--- config.mk ---
export PLATFORM = sky130hd
export DESIGN_NAME = bcd_scan_display
export DESIGN_NICKNAME = d
export VERILOG_FILES = /design/src/rtl/bcd_scan_display.sv
export SDC_FILE = /design/constraint.sdc
export NUM_CORES = 1
export LEC_CHECK = 0
export BUFFER_PORTS_ARGS = -buffer_cell sky130_fd_sc_hd__buf_2
export CORE_ASPECT_RATIO = 0.7
export CORE_MARGIN = 2
export CORE_UTILIZATION = 60
export DETAILED_ROUTE_END_ITERATION = 10
export PLACE_DENSITY = 0.84
export SYNTH_ARGS = -nofsm -noshare
export SYNTH_HDL_FRONTEND = slang
export SYNTH_SLANG_ARGS = --single-unit
--- constraint.sdc ---
create_clock -name CLK -period 4.1 [get_ports CLK]
set_input_delay 1.23 -clock CLK [delete_from_list [all_inputs] [get_ports CLK]]
set_output_delay 1.23 -clock CLK [all_outputs]
set_load 0.05 [all_outputs]
--- src/rtl/bcd_scan_display.sv ---
// Multiplexed 7-segment driver for a BCD counter cascade: snapshot latch,
// prescaled digit scan, BCD-to-segment decode and leading-zero blanking.
module bcd_scan_display #(
    parameter int NDIG     = 4,
    parameter int PRESCALE = 1000
) (
    input  logic              CLK,
    input  logic              CDN,
    input  logic [4*NDIG-1:0] BCD,
    input  logic [NDIG-1:0]   DP,
    input  logic              LD,
    input  logic              EN,
    input  logic              LZB,
    output logic [6:0]        SEG,
    output logic              SEGDP,
    output logic [NDIG-1:0]   AN,
    output logic              SCAN_TC
);

    localparam int IW = (NDIG > 1) ? $clog2(NDIG) : 1;
    localparam logic [IW-1:0] IDX_LAST = IW'(NDIG - 1);
    localparam logic [IW-1:0] IDX_ONE  = IW'(1);
    localparam logic [15:0]   PRE_LAST = 16'(PRESCALE - 1);

    logic [4*NDIG-1:0] snap_q, snap_d;
    logic [NDIG-1:0]   dp_q, dp_d;
    logic [15:0]       pre_q, pre_d;
    logic [IW-1:0]     idx_q, idx_d;
    logic [6:0]        seg_q, seg_d;
    logic              segdp_q, segdp_d;
    logic [NDIG-1:0]   an_q, an_d;
    logic              tc_q, tc_d;

    logic [NDIG-1:0]   lead_zero;
    logic              above_zero;
    logic [3:0]        cur_digit;
    logic              cur_dp;
    logic              cur_blank;
    logic [NDIG-1:0]   cur_sel;

    function automatic logic [6:0] decode(input logic [3:0] v);
        logic [6:0] s;
        case (v)
            4'd0:    s = 7'h3F;
            4'd1:    s = 7'h06;
            4'd2:    s = 7'h5B;
            4'd3:    s = 7'h4F;
            4'd4:    s = 7'h66;
            4'd5:    s = 7'h6D;
            4'd6:    s = 7'h7D;
            4'd7:    s = 7'h07;
            4'd8:    s = 7'h7F;
            4'd9:    s = 7'h6F;
            default: s = 7'h40;
        endcase
        return s;
    endfunction

    // Snapshot latch: loads regardless of EN so the counters can be frozen any time.
    always_comb begin
        snap_d = snap_q;
        dp_d   = dp_q;
        if (LD) begin
            snap_d = BCD;
            dp_d   = DP;
        end
    end

    // Prescaler and digit index only move while enabled.
    always_comb begin
        pre_d = pre_q;
        idx_d = idx_q;
        tc_d  = 1'b0;
        if (EN) begin
            if (pre_q == PRE_LAST) begin
                pre_d = 16'd0;
                if (idx_q == IDX_LAST) begin
                    idx_d = '0;
                    tc_d  = 1'b1;
                end else begin
                    idx_d = idx_q + IDX_ONE;
                end
            end else begin
                pre_d = pre_q + 16'd1;
            end
        end
    end

    // A digit is a leading zero when it and every more significant digit are 0.
    always_comb begin
        lead_zero  = '0;
        above_zero = 1'b1;
        for (int i = NDIG - 1; i > 0; i--) begin
            above_zero   = above_zero & (snap_q[4*i +: 4] == 4'd0);
            lead_zero[i] = above_zero;
        end
    end

    always_comb begin
        cur_digit = 4'd0;
        cur_dp    = 1'b0;
        cur_blank = 1'b0;
        cur_sel   = '0;
        for (int i = 0; i < NDIG; i++) begin
            if (idx_q == IW'(i)) begin
                cur_digit  = snap_q[4*i +: 4];
                cur_dp     = dp_q[i];
                cur_blank  = LZB & lead_zero[i];
                cur_sel[i] = 1'b1;
            end
        end
    end

    always_comb begin
        seg_d   = 7'h00;
        segdp_d = 1'b0;
        an_d    = '0;
        if (EN) begin
            seg_d   = cur_blank ? 7'h00 : decode(cur_digit);
            segdp_d = cur_dp;
            an_d    = cur_sel;
        end
    end

    always_ff @(posedge CLK or negedge CDN) begin
        if (!CDN) begin
            snap_q  <= '0;
            dp_q    <= '0;
            pre_q   <= 16'd0;
            idx_q   <= '0;
            seg_q   <= 7'h00;
            segdp_q <= 1'b0;
            an_q    <= '0;
            tc_q    <= 1'b0;
        end else begin
            snap_q  <= snap_d;
            dp_q    <= dp_d;
            pre_q   <= pre_d;
            idx_q   <= idx_d;
            seg_q   <= seg_d;
            segdp_q <= segdp_d;
            an_q    <= an_d;
            tc_q    <= tc_d;
        end
    end

    assign SEG     = seg_q;
    assign SEGDP   = segdp_q;
    assign AN      = an_q;
    assign SCAN_TC = tc_q;

endmodule

### Word-level counts from Yosys, hierarchy flattened

Memory sizes are Yosys's and may differ from the RTL's.
Index checks and enable logic that the tools add are counted.

* bits in registers: 51
* memory bits (read-only): 112
* input bits: 25
* output and inout bits: 13
* word-level logic and storage cells: 48
* memories kept: 1

* add/sub/neg operators: 2
* equality and inequality tests: 4
* muxes and demuxes: 23
* bitwise gates (word level): 5
* reductions and logical operators: 5

Memory list
* (name not given): depth 16, bits a word 7, rd ports 1, clocked after Yosys merged registers in 0, write ports 0, RTL line 43 `case (v)`

Operators by type and width (number)
* 2-to-1 mux 4 bit: 5
* adder 16 x 1 -> 16 bit (second input constant): 1
* == test 16 x 10 -> 1 bit (second input constant): 1
* 2-to-1 mux 16 bit: 1
* 2-to-1 mux 1 bit: 14
* 2-to-1 mux 7 bit: 2
* zero test 4 bit: 3
* bitwise AND 1 bit: 5
* == test 2 bit (second input constant): 2
* adder 2 x 1 -> 2 bit (second input constant): 1
* == test 2 x 1 -> 1 bit (second input constant): 1
* zero test 2 bit: 1
* 2-to-1 mux 2 bit: 1
* AND reduction 2 bit: 1

### Logic depth before layout (Yosys ltp)

* depth in word-level cells: 9
* mapped depth: 11
* depth with buffers taken out: 10

### Worst setup path after synthesis

No wires, ideal clock.

* kind: register to register
* start: register idx_q[0]
* end: register seg_q[6] (netlist: SEG[6])
* setup time: 78 ps
* arrival: 2198 ps
* required time: 4022 ps
* path slack: 1824 ps
* stages on the path, launching flop included: 9
* path buffers: 0
* period minus slack after synthesis: 2276 ps
* path through: dfrtp_1 -> inv_1 -> ha_1 -> inv_1 -> o311ai_0 -> inv_1 -> ha_1 -> mux2_2 -> a21oi_1

* longest elaborated chain between the ends: 8
* elaborated cells on any way between the ends: 14
* those cells by class: 3 x eq/ne; 9 x mux; 1 x reduce/logical; 1 x memory

RTL lines
* start: declaration: RTL line 28 `logic [IW-1:0] idx_q, idx_d;`
* start signal: assignment: RTL line 139 `idx_q <= idx_d;`
* zero test 2 bit: RTL line 105 `if (idx_q == IW'(i)) begin`
* 2-to-1 mux 4 bit (4 in series): RTL line 105
* memory read (16 x 7 bit)
* 2-to-1 mux 7 bit *: RTL line 119 `seg_d = cur_blank ? 7'h00 : decode(cur_digit);`
* 2-to-1 mux 7 bit *: RTL line 118 `if (EN) begin`
* via seg_d[6]: RTL line 29 `logic [6:0] seg_q, seg_d;`
* end signal: assignment: RTL line 140 `seg_q <= seg_d;`
* end: declaration: RTL line 29

Mark *: on every way through the listed nets, which the timed path passes. The rest lies on a longest branch.
A chain may end at the register's enable or synchronous reset.

### Worst setup path after layout

Ends and elaborated chain as after synthesis.

==> summary.md <==
| Metric | Value |
|---|---|
| Outcome | completed |
| Antenna Cells | 0 |
| Core area | roughly 3900 um^2 |
| Met3 Use GR | 0.0601 |
| Global-route wire length before repair | a little under 8 mm |
| Total grt overflow | 0 |
| Clk_lat worst skew | roughly 290 ps |
| Sequential area share after synthesis | 0.522 |
| Slew @ Worst Pin | between 1000 and 1500 ps |
| Vias in the first global route | 1,597 |
| Final min period | ~2700 ps |
| XOR/XNOR Fraction of Synth Area | 0.0430 |
| Mux contribution to synthesized area | 0.104 |
| Routed length per instance | between 10 and 15 um |
| Most common cell after layout, fill and taps aside | dfrtp_1 |
| Required @ worst endpoint | roughly 4300 ps |
| FF+latch count, synth | 51 |
| Ports | 38 |
| Max Cap Viol | 0 |
| Drt initial violations | 112 |
| Hold WC Path Type | register to register |
| Layout fillers | ~300 |
| Crit path cell chain | inv_1 -> ha_1 -> inv_1 -> o311ai_0 -> inv_1 -> ha_1 -> mux2_2 -> a21oi_1 |
| YS warnings | 0 |
| Main flop type after synthesis | dfrtp_1 |
| Peak Freq | approximately 360 MHz |
| Final net count | 290 |
| Met1 usage | 0.357 |
| Slew Viols, Final | 0 |
| CP peak stage delay | around 900 ps |
| # rows | 19 |
| M2 GR Usage | 0.289 |
| Syn_area_per_cell | between 10 and 15 um^2 |
| Max VDD drop | between 0.2 and 0.25 mV |
| Cell mode on critical path | inv_1 |
| CP Buf/Inv Count | 3 |
| Gr busiest metal | met1 |
| WP data arrival | between 2000 and 3000 ps |
| RD Place Congestion | about 0.88 |
| Post-synth ARST share | 1.00 |
| Clock skew | just under 3 ps |
| # setup viols final | 0 |
| Post-synthesis cell count | between 200 and 250 |
| Number of synthesized flops with an enable pin | 0 |
| # Post-CTS Setup Buffers | 0 |
| Synthesized Nets | roughly 250 |
| Initial antenna violation count | 0 |
| DPL Wire Length | 3.27 mm |
| Clk slew on worst S/H paths | 80 ps |
| Leak Pwr | roughly 1.3 nW |
| Layout area overhead | 10.9% |
| All-Layer GR Usage | 0.221 |
| Slack of the critical path | around 1400 ps |
| Post-CTS Hold Buffers | 0 |
| Starting Density | 0.623 |
| Total number of vias | 1,725 |
| Layout cells sized above 1 | 0.264 |
| Die width | between 80 and 90 um |
| Clock root cell | clkbuf_8 |
| Max H-tree Level | 2 |
| Drt drc | 0 |
| Crit path max fanout | 6 |
| CTS tree | done |
| Main combinational cell family by area after synthesis | simple AND/OR/NAND/NOR gates |
| Most frequent cells in the layout | dfrtp_1, buf_2, nand2_1, mux2_2, nor2_1 |
| First-pass DRT Iterations | 4 |
| Post-synthesis cell type count | 42 |
| CP Launch Type | register |
| Final WL | 4.46 mm |
| Critical path type | register to register |
| Routed Antenna Nets | 0 |
| Clk buf depth | 2 |
| Simple-Gate Fraction of Synth Area | 0.145 |
| CP top delay family | compound AO/OA/AOI/OAI gates |
| Complex-gate fraction of the synthesized area | 0.0931 |
| Adder-cell share of the synthesized area | 0.0512 |
| DIE HEIGHT | about 57 um |
| Crit path capture type | register |
| Setup tns final | 0 ps |
| CTS sink cnt | 51 |
| Cell area after synthesis | about 2400 um^2 |
| IO buf count | 37 |
| Overall die area | approximately 4600 um^2 |
| Setup WS pre-CTS | about 1400 ps |
| Slew headroom | 0.281 |
| R2R Setup Slk | approximately 1400 ps |
| Final hold violation count | 0 |
| Worst path slowest cell | o311ai_0 |
| Power Dens Cells | ~380 nW/um^2 |
| RSZ-0062 raised after global routing | no |
| Resized Gates After CTS | 0 |
| Fin crit share | 0.670 |
| Largest net degree at the start of global routing | 52 |
| Via-to-Cell Ratio | 5.64 |
| CTS Buf Count | 5 |
[cell type report]
cell class              instances  area [um^2]  area share
repair buffers                 37          185      0.0683
clock buffers                   6         72.6      0.0268
multi-input cells             148         1070       0.394
flip-flops and latches         51         1280       0.471
well taps                      52         65.1      0.0240
inverters                      12         45.0      0.0166
[synthesized netlist by cell type, types with 3 or more instances]
| library cell | instances | area [um^2] |
|---|---|---|
| a21oi_1 | 6 | 30.0 |
| xor2_1 | 6 | 52.6 |
| inv_1 | 12 | 45.0 |
| nand3_1 | 13 | 65.1 |
| buf_6 | 3 | 33.8 |
| nor2_1 | 16 | 60.1 |
| nor3_1 | 3 | 15.0 |
| and2_1 | 3 | 18.8 |
| xnor2_1 | 6 | 52.6 |
| nand2_1 | 19 | 71.3 |
| o32ai_1 | 4 | 35.0 |
| ha_1 | 10 | 125 |
| nand4_1 | 5 | 31.3 |
| dfrtp_1 | 51 | 1280 |
| mux2_2 | 19 | 214 |
| nor4_1 | 3 | 18.8 |
| o21ai_0 | 7 | 35.0 |
| mux2i_1 | 4 | 40.0 |
[power by group]
group          internal [mW]  switching [mW]
logic                 0.0713           0.104
registers              0.553          0.0495
clock network          0.114           0.150
total                  0.739           0.303
[final timing paths]
path / startpoint / to / depth (start not counted)
setup / recovery: idx_q[0] / SEG[6] / 8
hold reg to reg: pre_q[15] / pre_q[15] / 1
max in group asynchronous: CDN / snap_q[14] / 1
setup reg to reg: idx_q[0] / SEG[6] / 8
min in group asynchronous: CDN / SEG[4] / 1
hold / removal: pre_q[15] / pre_q[15] / 1
[flip-flops by register name (all words and copies together), names as in the netlist]
name	flops
AN	4
SCAN_TC	1
SEG	7
SEGDP	1
dp_q	4
idx_q	2
pre_q	16
snap_q	16
[metrics by stage]
step	utilization	hold WS [ps]	std cells	instance area, um^2	power (mW)
floorplan	-	443	219	2440	0.729
global placement	0.673	461	300	2640	0.780
detailed placement	0.673	464	300	2640	0.785
CTS	0.691	480	306	2710	1.05
global route	0.691	500	306	2710	1.10
finish	0.691	481	306	2710	1.04
[routing by layer]
layer | up-vias | routed length (um) | share of wire
met5 | - | 0 | 0
met4 | 0 | 38 | 0.0085
met3 | 5 | 236 | 0.053
met2 | 45 | 1880 | 0.42
met1 | 842 | 2300 | 0.52
li1 | 833 | - | -
[logic make-up after synthesis]
family,Yosys count
mux,23
buf+inv,20
flops,51
compound gates,32
fa+ha+maj,10
simple gates,71
xor+xnor,12
[worst reg2reg max path: stages, from the launching register on]
cell      delay, ps
dfrtp_1         410
inv_1           120
ha_1            290
inv_1            80
o311ai_0        900
inv_1           180
ha_1            280
mux2_2          270
a21oi_1         140
(Power assumes the default switching activity.)
